## config.mk

```make
export PLATFORM = sky130hd
export DESIGN_NAME = bin2bcd_seq_flat
export DESIGN_NICKNAME = d
export VERILOG_FILES = /design/src/rtl/bin2bcd_pkg.sv /design/src/rtl/bin2bcd_seq_if.sv /design/src/rtl/bcd_digit_adj.sv /design/src/rtl/bin2bcd_seq.sv /design/src/flat_wrapper.sv
export SDC_FILE = /design/constraint.sdc
export NUM_CORES = 1
export LEC_CHECK = 0
export CORE_ASPECT_RATIO = 1.75
export CORE_UTILIZATION = 25
export CTS_BUF_LIST = sky130_fd_sc_hd__clkbuf_4
export DETAILED_ROUTE_END_ITERATION = 10
export GPL_TIMING_DRIVEN = 1
export SLEW_MARGIN = 20
export SYNTH_ARGS = -nofsm -noshare
export SYNTH_HDL_FRONTEND = slang
export SYNTH_SLANG_ARGS = --single-unit
```

## constraint.sdc

```tcl
create_clock -name clk -period 3.6 [get_ports clk]
set_clock_uncertainty 0.1 [all_clocks]
set_input_delay 0.54 -clock clk [delete_from_list [all_inputs] [get_ports clk]]
set_output_delay 0.54 -clock clk [all_outputs]
set_load 0.03 [all_outputs]
```

## src/rtl/bin2bcd_pkg.sv

```systemverilog
// Shared types and helpers for the sequential binary-to-BCD converter.
// Holds the FSM state encoding, the BCD digit width and a digit-count helper.
package bin2bcd_pkg;

    typedef enum logic [1:0] {
        IDLE  = 2'd0,
        SHIFT = 2'd1,
        DONE  = 2'd2
    } state_t;

    localparam int BCD_W = 4;

    // ceil(w * log10(2)) with log10(2) ~= 0.30103; the number of decimal digits of 2^w - 1.
    function automatic int min_digits(input int w);
        return (w * 30103 + 99999) / 100000;
    endfunction

endpackage

```

## src/rtl/bin2bcd_seq_if.sv

```systemverilog
// Handshake and data bundle between a requester and the binary-to-BCD converter.
// The converter sits on the slave side; the requester drives start/din as master.
interface bin2bcd_seq_if
    import bin2bcd_pkg::*;
#(
    parameter int IN_W   = 16,
    parameter int DIGITS = 5
) ();

    logic                    start;
    logic [IN_W-1:0]         din;
    logic                    busy;
    logic                    done;
    logic [BCD_W*DIGITS-1:0] bcd_out;
    logic                    neg;
    logic                    overflow;

    modport master (
        output start, din,
        input  busy, done, bcd_out, neg, overflow
    );

    modport slave (
        input  start, din,
        output busy, done, bcd_out, neg, overflow
    );

endinterface

```

## src/rtl/bcd_digit_adj.sv

```systemverilog
// Double-dabble correction for one BCD digit: add 3 when the digit is 5 or more,
// so that the following left shift carries correctly into the next decimal digit.
module bcd_digit_adj
    import bin2bcd_pkg::*;
(
    input  logic [BCD_W-1:0] digit_i,
    output logic [BCD_W-1:0] digit_o
);

    assign digit_o = (digit_i >= 4'd5) ? (digit_i + 4'd3) : digit_i;

endmodule

```

## src/rtl/bin2bcd_seq.sv

```systemverilog
// Sequential binary-to-BCD converter (double dabble) with start/busy/done handshake.
// Latency is IN_W+1 cycles from the accepted start edge regardless of the input value.
module bin2bcd_seq
    import bin2bcd_pkg::*;
#(
    parameter int IN_W   = 16,
    parameter int DIGITS = 5,
    parameter bit SIGNED = 1'b0
) (
    input logic          clk,
    input logic          rst_n,
    bin2bcd_seq_if.slave bus
);

    localparam int ACC_W        = BCD_W * DIGITS;
    localparam int CNT_W        = $clog2(IN_W + 1);
    localparam bit CAN_OVERFLOW = (DIGITS < min_digits(IN_W));

    state_t            state_q;
    logic [CNT_W-1:0]  cnt_q;
    logic [IN_W-1:0]   bin_q;
    logic [ACC_W-1:0]  acc_q;
    logic              ovfAcc_q;
    logic              sign_q;
    logic [ACC_W-1:0]  bcd_q;
    logic              neg_q;
    logic              ovf_q;
    logic              busy_q;
    logic              done_q;

    logic              dinNeg_d;
    logic [IN_W-1:0]   dinMag_d;
    logic [ACC_W-1:0]  accAdj_d;
    logic [ACC_W-1:0]  accShift_d;
    logic [IN_W-1:0]   binShift_d;
    logic              ovfBit_d;

    // The most negative input maps to 2^(IN_W-1), which still fits in IN_W unsigned bits.
    assign dinNeg_d = SIGNED && bus.din[IN_W-1];
    assign dinMag_d = dinNeg_d ? (~bus.din + IN_W'(1)) : bus.din;

    for (genvar g = 0; g < DIGITS; g++) begin : g_adj
        bcd_digit_adj u_adj (
            .digit_i (acc_q[g*BCD_W +: BCD_W]),
            .digit_o (accAdj_d[g*BCD_W +: BCD_W])
        );
    end

    assign accShift_d = {accAdj_d[ACC_W-2:0], bin_q[IN_W-1]};
    assign binShift_d = {bin_q[IN_W-2:0], 1'b0};
    assign ovfBit_d   = accAdj_d[ACC_W-1];

    always_ff @(posedge clk or negedge rst_n) begin
        if (!rst_n) begin
            state_q  <= IDLE;
            cnt_q    <= '0;
            bin_q    <= '0;
            acc_q    <= '0;
            ovfAcc_q <= 1'b0;
            sign_q   <= 1'b0;
            bcd_q    <= '0;
            neg_q    <= 1'b0;
            ovf_q    <= 1'b0;
            busy_q   <= 1'b0;
            done_q   <= 1'b0;
        end else begin
            done_q <= 1'b0;
            unique case (state_q)
                IDLE: begin
                    if (bus.start) begin
                        bin_q    <= dinMag_d;
                        sign_q   <= dinNeg_d;
                        acc_q    <= '0;
                        ovfAcc_q <= 1'b0;
                        cnt_q    <= CNT_W'(IN_W);
                        busy_q   <= 1'b1;
                        state_q  <= SHIFT;
                    end
                end
                SHIFT: begin
                    acc_q <= accShift_d;
                    bin_q <= binShift_d;
                    if (ovfBit_d) begin
                        ovfAcc_q <= 1'b1;
                    end
                    cnt_q <= cnt_q - 1'b1;
                    if (cnt_q == CNT_W'(1)) begin
                        state_q <= DONE;
                    end
                end
                DONE: begin
                    // A digit can only be lost when DIGITS is too small for IN_W bits.
                    assert (CAN_OVERFLOW || !ovfAcc_q);
                    bcd_q   <= acc_q;
                    neg_q   <= sign_q;
                    ovf_q   <= ovfAcc_q;
                    done_q  <= 1'b1;
                    busy_q  <= 1'b0;
                    state_q <= IDLE;
                end
                default: begin
                    busy_q  <= 1'b0;
                    state_q <= IDLE;
                end
            endcase
        end
    end

    assign bus.busy     = busy_q;
    assign bus.done     = done_q;
    assign bus.bcd_out  = bcd_q;
    assign bus.neg      = neg_q;
    assign bus.overflow = ovf_q;

endmodule

```

## src/flat_wrapper.sv

```systemverilog
// flat-port wrapper written by rule: the top's interface ports become plain ports
module bin2bcd_seq_flat import bin2bcd_pkg::*;
#(
    parameter int IN_W   = 16,
    parameter int DIGITS = 5,
    parameter bit SIGNED = 1'b0
)
  (clk, rst_n, bus_start, bus_din, bus_busy, bus_done, bus_bcd_out, bus_neg, bus_overflow);
  bin2bcd_seq_if #(.IN_W(IN_W), .DIGITS(DIGITS)) bus_i ();
  input logic clk;
  input logic rst_n;
  input wire logic [$bits(bus_i.start)-1:0] bus_start;
  input wire logic [$bits(bus_i.din)-1:0] bus_din;
  output wire logic [$bits(bus_i.busy)-1:0] bus_busy;
  output wire logic [$bits(bus_i.done)-1:0] bus_done;
  output wire logic [$bits(bus_i.bcd_out)-1:0] bus_bcd_out;
  output wire logic [$bits(bus_i.neg)-1:0] bus_neg;
  output wire logic [$bits(bus_i.overflow)-1:0] bus_overflow;
  assign bus_i.start = bus_start;
  assign bus_i.din = bus_din;
  assign bus_busy = bus_i.busy;
  assign bus_done = bus_i.done;
  assign bus_bcd_out = bus_i.bcd_out;
  assign bus_neg = bus_i.neg;
  assign bus_overflow = bus_i.overflow;
  bin2bcd_seq #(.IN_W(IN_W), .DIGITS(DIGITS), .SIGNED(SIGNED)) u_core (.clk(clk), .rst_n(rst_n), .bus(bus_i));
endmodule
```

### Yosys cells after proc, flatten, opt, wreduce, memory -nomap -nowiden

Cells that the tools add are included.

* $add $sub $neg: 6
* magnitude comparators: 5
* equality and inequality tests: 6
* mux-type cells: 20
* bitwise operators: 1
* reductions and logical operators: 6

Operators with widths (number)
* case mux 20 bit (2 select lines): 1
* case mux 16 bit (2 select lines): 1
* adder 4 x 2 -> 4 bit (second input constant): 5
* >= comparator 4 x 3 -> 1 bit (second input constant): 5
* two-way mux 20 bit: 1
* two-way mux 4 bit: 5
* two-way mux 16 bit: 1
* case mux 5 bit (2 select lines): 1
* AND reduction 2 bit: 3
* equality test 5 x 1 -> 1 bit (second input constant): 1
* two-way mux 5 bit: 1
* subtractor 5 x 1 -> 5 bit (second input constant): 1
* two-way mux 1 bit: 4
* two-way mux 2 bit: 2
* != test 2 bit (second input constant): 2
* case mux 1 bit (2 select lines): 2
* case mux 2 bit (2 select lines): 1
* AND reduction 3 bit: 1
* equality test 2 x 1 -> 1 bit (second input constant): 1
* equality test 2 bit (second input constant): 1
* logical NOT 2 bit: 1
* != test 2 x 1 -> 1 bit (second input constant): 1
* nonzero test 2 bit: 1
* inverter 1 bit: 1

* flip-flop bits (word level): 67
* bits of input ports: 19
* word-level logic and storage cells: 53

### Depth between registers and ports, before layout

Gate-level depths: netlist of the first run.

* depth in word-level cells: 4
* depth in mapped cells: 6

### Hierarchy

A second synthesis of the first run with hierarchy kept.

* cell total of the unflattened synthesis: 300
* area total of the unflattened synthesis: 3236.9 µm²

Modules (own cells, without submodules)
* bin2bcd_seq: times used 1, cells an instance 220, area an instance 2730.1 µm², sequential area each 1676.6 µm²
* bcd_digit_adj: times used 5, cells an instance 16, area an instance 101.3 µm², sequential area each 0.0 µm²

### Worst setup path after synthesis of the first run

No wires, ideal clock.

* kind: register to register
* from: reg u_core.acc_q[4]
* to: reg u_core.acc_q[6]
* setup time: 0.104 ns
* data arrival time: 1.206 ns
* required time: 3.396 ns
* setup slack: 2.191 ns
* stages on the path, launching flop included: 6
* path buffers: 0
* cells stage by stage: dfrtp_1 > inv_1 > ha_1 > nor2b_1 > o21a_1 > o311ai_1

* word-level cells in the longest chain between the ends: 3
* elaborated cells on any way between the ends: 4
* classes of those cells: 1 x add/sub; 1 x order compare; 2 x mux

Ends and longest elaborated chain
* start: declaration: line bin2bcd_seq.sv:22 `logic [ACC_W-1:0] acc_q;`
* start signal: assignment: line bin2bcd_seq.sv:81 `acc_q <= accShift_d;`
* adder 4 x 2 -> 4 bit / >= comparator 4 x 3 -> 1 bit (equally long branches): line bcd_digit_adj.sv:10 `assign digit_o = (digit_i >= 4'd5) ? (digit_i + 4'd3) : digit_i;`
* two-way mux 4 bit (*): line bcd_digit_adj.sv:10
* case mux 20 bit (2 select lines) (*): line bin2bcd_seq.sv:68 `unique case (state_q)`

Mark *: on every way between the ends. The rest lies on a longest branch, timed or not.
A chain may end at the register's enable or synchronous reset.

### Worst setup path in the final report of the first run

* from: reg u_core.bcd_q[9], in the netlist u_core.bus.bcd_out[9]
* to: out bus_bcd_out[9]

RTL lines
* start: declaration: line bin2bcd_seq.sv:25 `logic [ACC_W-1:0] bcd_q;`
* start signal: assignment: line bin2bcd_seq.sv:94 `bcd_q <= acc_q;`
* end: declaration: line flat_wrapper.sv:16 `output wire logic [$bits(bus_i.bcd_out)-1:0] bus_bcd_out;`

No word-level cell between the ends.

==> flow_summary.yaml, run 1 <==
die:
  rows: 54
  dieHeight_um: 152
  core_um2: 12500
  start_util: 0.258
  die_area_um2: 13400
  fp.dieW_um: 87.9
  ioPinCount: 43
sta:
  worstMarginPinSlew_ns: 0.928
  whs_ns: 0.394
  slew-limit-headroom: 0.378
  slew_viol_final: 0
  finalSetupTns_ns: 0
  hold_viol: 0
  max_freq_mhz: 468
  setup_viol: 0
  fin_ws_ns: 1.46
  grt_setup_unrepaired: "no"
  layout_min_cycle_time_ns: 2.14
  post-route-period-util: 0.593
critical_path:
  critPathSlowestCell: "clkdlybuf4s50_1"
  critPathArrivalTime_ns: 1.50
  cp-end-kind: "output port"
  cpPeakStageDelay_ns: 0.68
  required_ns: 2.96
  worst_setup_path_start_kind: "register"
  path_cells: "clkdlybuf4s50_1"
  cpLargestDelayFamily: "buffers and inverters"
  crit_fanout: 2
  cp_num_buf_inv: 1
  worstSetupPathType: "reg2out"
finish:
  fin_util: 0.314
  nets: 389
  synthToLayoutAreaGrowth_pct: 21.9
  final_cells: 532
  drive_above_1_share: 0.0992
  final_cell_area_um2: 3930
clocking:
  clock_sinks: 67
  clk_latency_ns: 0.42
  hold_buffers: 1
  h-tree-depth: 3
  path_clk_slew_ns: 0.12
  root_buffer: "clkbuf_4"
  cts_buffers: 9
  ctsResizeCount: 0
  cts_setup_buffers: 0
  ctsLongestPathBuffers: 2
  cts_tree: "built"
synth:
  synth_mux_area_frac: 0.0101
  ys_seq_elements: 67
  synth_most_common_cell: "dfrtp_1"
  synth_cell_type_count: 40
  synth_top_family_by_area: "compound AO/OA/AOI/OAI gates"
  yosys.area.top_type_share: 0.520
  synth_top_area_cell: "dfrtp_1"
  yosys.area_share.simple: 0.126
  avgSynthCellArea_um2: 10.1
  syn_area_um2: 3220
  synth.area.top_cells: "dfrtp_1 52%, nand2_1 7.6%, ha_1 4.7%"
  synth-adder-area-share: 0.0466
  synth_nets: 351
  synth_ff_type: "dfrtp_1"
  yosys_warnings: 0
  synth_xor_area_frac: 0.0136
  async_flop_share: 1.00
  synth-edff-count: 0
  yosysSeqAreaShare: 0.520
  postSynthCellCount: 320
  synth-compound-area-share: 0.209
  yosys-top-cells-count: "67 x dfrtp_1, 65 x nand2_1, 25 x inv_1, 23 x o21ai_1, 18 x nor2_1"
hold_path:
  hold_class: "reg2reg"
power_and_ir_drop:
  p_per_area_nw_per_um2: 830
  p_leak_nw: 1.69
  power.total_mw: 3.26
  max-vdd-ir-drop_mv: 0.186
grt:
  grtUsageTotal: 0.116
  gr-total-overflow: 0
  antenna_found_initial: 1
  grt_max_degree: 56
  grt_pass1_wl_um: 12100
  grt_pass1_vias: 2587
detailed_routing:
  ant_nets: 0
  wl_um: 6890
  post-route-drc-count: 0
  viasPerCell: 4.63
  wl_per_cell_um: 13.0
  drt_first_pass_iters: 6
  vias: 2461
  drt_iter0_markers: 216
placement:
  io_buffers: 41
  hpwl_um: 4970
  place.gp.congestion: 0.762
  postPlaceCellArea_um2: 3750
  dp.cells: 514
  dp_slack_ns: 1.22
outcome:
  status: "completed"
flow_run:
  cap_violations: 0
cell type report:
cell class	instances	area, um^2
inverter	26	97.6
fill	1299	8570
clock buffer	10	75.1
antenna	1	2.50
sequential	67	1680
tap	168	210
multi-input combinational	207	1310
timing repair buffer	47	465
clock inverter	6	88.8
logic make-up (layout without fill, tap and decap cells):
group	Yosys count	count (layout)
and+or+nand+nor	97	97
AOI/OAI and AO/OA	89	89
DFF	67	67
buffers and inverters	46	89
adders and majority gates	12	12
xor gates and xnor gates	5	5
muxes	3	3
other	1	2
where the power goes:
part / switching, mW / internal, mW / total, mW / leakage, nW
clock: 0.280 / 0.290 / 0.570 / 0.0830
combinational: 0.834 / 0.609 / 1.44 / 0.744
sequential: 0.204 / 1.05 / 1.25 / 0.859
path summary, 6_finish.rpt:
| kind | start | end | slack (ns) | cells after the start |
|---|---|---|---|---|
| worst max-delay path | u_core.bus.bcd_out[9] | bus_bcd_out[9] | 1.46 | 1 |
| worst min-delay path | u_core.bus.bcd_out[0] | u_core.bus.bcd_out[0] | 0.39 | 2 |
| worst max register to register | u_core.state_q[0] | u_core.bin_q[1] | 1.53 | 4 |
| worst min register to register | u_core.bus.bcd_out[0] | u_core.bus.bcd_out[0] | 0.39 | 2 |
| max in group asynchronous | rst_n | u_core.ovfAcc_q | 2.36 | 3 |
| min in group asynchronous | rst_n | u_core.bus.busy | 0.44 | 2 |
per-layer routing:
| layer | track usage | part of all wire |
|---|---|---|
| met5 | 0 | 0 |
| met2 | 0.193 | 0.53 |
| met1 | 0.131 | 0.41 |
| met3 | 0.0330 | 0.032 |
| met4 | 0.0617 | 0.023 |
sequential cells by signal, indices dropped and copies added, names as in the netlist:
name / cells
u_core.bus.busy: 1
u_core.bus.done: 1
u_core.acc_q: 20
u_core.bin_q: 16
u_core.ovfAcc_q: 1
u_core.bus.overflow: 1
u_core.state_q: 2
u_core.cnt_q: 5
u_core.bus.bcd_out: 20
worst register-to-register path, delay by kind of cell (launching register included):
| family | cells | cell delay [ns] |
|---|---|---|
| buf+inv | 1 | 0.36 |
| simple gates | 2 | 0.89 |
| compound gates | 1 | 0.16 |
| flops | 1 | 0.49 |
cell usage in the layout (no fill, tap or decap), types with 2 or more instances in the layout:
cell / Yosys / layout
dfrtp_1: 67 / 67
nand2_1: 65 / 65
clkdlybuf4s50_1: 0 / 40
inv_1: 25 / 25
o21ai_1: 23 / 23
nor2_1: 18 / 18
a31oi_1: 15 / 15
ha_1: 12 / 12
o2111ai_1: 10 / 10
clkbuf_4: 0 / 10
o21ai_0: 6 / 6
xnor2_1: 5 / 5
nor2b_1: 6 / 5
o21a_1: 5 / 5
a32o_1: 5 / 5
o32ai_1: 4 / 4
o221ai_2: 4 / 4
o311ai_1: 4 / 4
buf_4: 6 / 4
o31ai_2: 3 / 3
o31ai_1: 3 / 3
nand2b_1: 2 / 2
nand4_1: 2 / 2
clkinvlp_4: 0 / 2
bufinv_16: 0 / 2
No activity file was read; power rests on OpenSTA's default activity.
==> run 2, diff against run 1 <==
Clock period 3.6 ns to 2 ns, I/O delays scaled along.
==> run 2 against run 1 <==
Compared with the run above: combinational power grew 83%; flip-flop and latch count did not move; design area is 0.73% higher.
==> flow_summary.yaml, run 2 (synthesis gave the netlist of run 1 again) <==
clocking:
  root_buffer: "clkbuf_4"
  cts_setup_buffers: 0
  ctsLongestPathBuffers: 2
  h-tree-depth: 3
  cts_tree: "built"
  path_clk_slew_ns: 0.10
  cts_buffers: 9
  clock_sinks: 67
  clk_latency_ns: 0.45
placement:
  dp.cells: 515
  dp_slack_ns: 0.189
  hpwl_um: 4770
  io_buffers: 41
  postPlaceCellArea_um2: 3790
  place.gp.congestion: 0.788
detailed_routing:
  wl_met2_um: 3630
  drt_first_pass_iters: 4
  wl_um: 6840
  drt_iter0_markers: 183
  post-route-drc-count: 0
  wl_met1_um: 2750
  wl_per_cell_um: 12.8
  ant_nets: 0
  viasPerCell: 4.61
  dr_wl_met3_um: 236
  top_layer_used: "met4"
  vias: 2457
flow_run:
  cap_violations: 0
critical_path:
  cpLargestDelayFamily: "buffers and inverters"
  cp-end-kind: "output port"
  r2r_slack_ns: 0.35
  worstSetupPathType: "reg2out"
  critPathArrivalTime_ns: 1.50
  worst_setup_path_start_kind: "register"
  worstRegToRegCells: 5
  critPathSlowestCell: "clkdlybuf4s50_1"
  crit_fanout: 2
  cp_num_buf_inv: 1
  required_ns: 1.60
  cpPeakStageDelay_ns: 0.68
  path_depth: 1
  path_cells: "clkdlybuf4s50_1"
sta:
  setup_viol: 0
  whs_ns: 0.288
  post-route-period-util: 0.952
  fin_ws_ns: 0.0960
  hold_viol: 0
  layout_min_cycle_time_ns: 1.90
  finalSetupTns_ns: 0
  max_freq_mhz: 525
  grt_setup_unrepaired: "no"
  slew_viol_final: 0
power_and_ir_drop:
  power.total_mw: 5.90
  p_per_area_nw_per_um2: 1490
  max-vdd-ir-drop_mv: 0.390
  switching_share: 0.403
  power_switching_mw: 2.38
  seq_power_share: 0.381
  p_leak_nw: 1.70
  combPwrFrac: 0.446
  power.clock.fraction: 0.172
  power.internal_mw: 3.52
die:
  ioPinCount: 43
  start_util: 0.258
  rows: 54
  core_um2: 12500
  die_area_um2: 13400
  dieHeight_um: 152
  fp.dieW_um: 87.9
grt:
  grtUsageTotal: 0.117
  antenna_found_initial: 1
  grt_max_degree: 68
  grt_pass1_vias: 2502
  gr-total-overflow: 0
  grt_pass1_wl_um: 12000
finish:
  final_common_cell: "dfrtp_1"
  final_cell_area_um2: 3960
  synthToLayoutAreaGrowth_pct: 22.8
  fin_util: 0.317
  nets: 390
  final_cells: 533
  most-common-layout-cells: "67 x dfrtp_1, 65 x nand2_1, 40 x clkdlybuf4s50_1, 25 x inv_1, 23 x o21ai_1"
  drive_above_1_share: 0.0962
hold_path:
  hold_class: "in2async"
outcome:
  status: "completed"
run 2: worst reg2reg max path: stages, from the launching register on:
cell and delay (ns):
dfrtp_1 0.41, inv_1 0.11, ha_1 0.25, nor2b_1 0.17, o21a_1 0.21, o311ai_1 0.29
run 2: power groups by stage:
stage	logic, mW	registers [mW]	clock network (mW)
2_1_floorplan	1.75	2.44	0
4_1_cts	2.68	2.26	1.06
3_3_place_gp	2.60	2.26	0
6_report	2.64	2.25	1.02
5_1_grt	2.96	2.33	1.11
3_5_place_dp	2.68	2.29	0
run 2: repair_timing:
item,4_1_cts,5_1_grt
hold buffers,1,0
hold endpoints to repair,67,0
endpoints found under the setup margin,0,0
resized for setup,0,0
run 2: worst paths after layout:
| check | end | start |
|---|---|---|
| max | bus_busy | u_core.bus.busy |
| min | u_core.bus.bcd_out[1] | rst_n |
| max reg2reg | u_core.acc_q[2] | u_core.acc_q[0] |
| min reg2reg | u_core.bus.bcd_out[13] | u_core.bus.bcd_out[13] |
| max in group asynchronous | u_core.bin_q[6] | rst_n |
| min in group clk | u_core.bin_q[4] | bus_din[4] |
run 2: layer usage:
layer,up-vias,GRT usage
met3,17,0.0238
met2,59,0.196
met4,0,0.0773
met1,1186,0.131
met5,-,0
li1,1195,-
run 2: final cells by class:
class / count / area (um^2)
antenna: 1 / 2.50
fill: 1294 / 8540
timing repair buffer: 48 / 498
clock inverter: 7 / 92.6
clock buffer: 9 / 67.6
multi-input combinational: 207 / 1310
tap: 168 / 210
inverter: 26 / 97.6
sequential: 67 / 1680
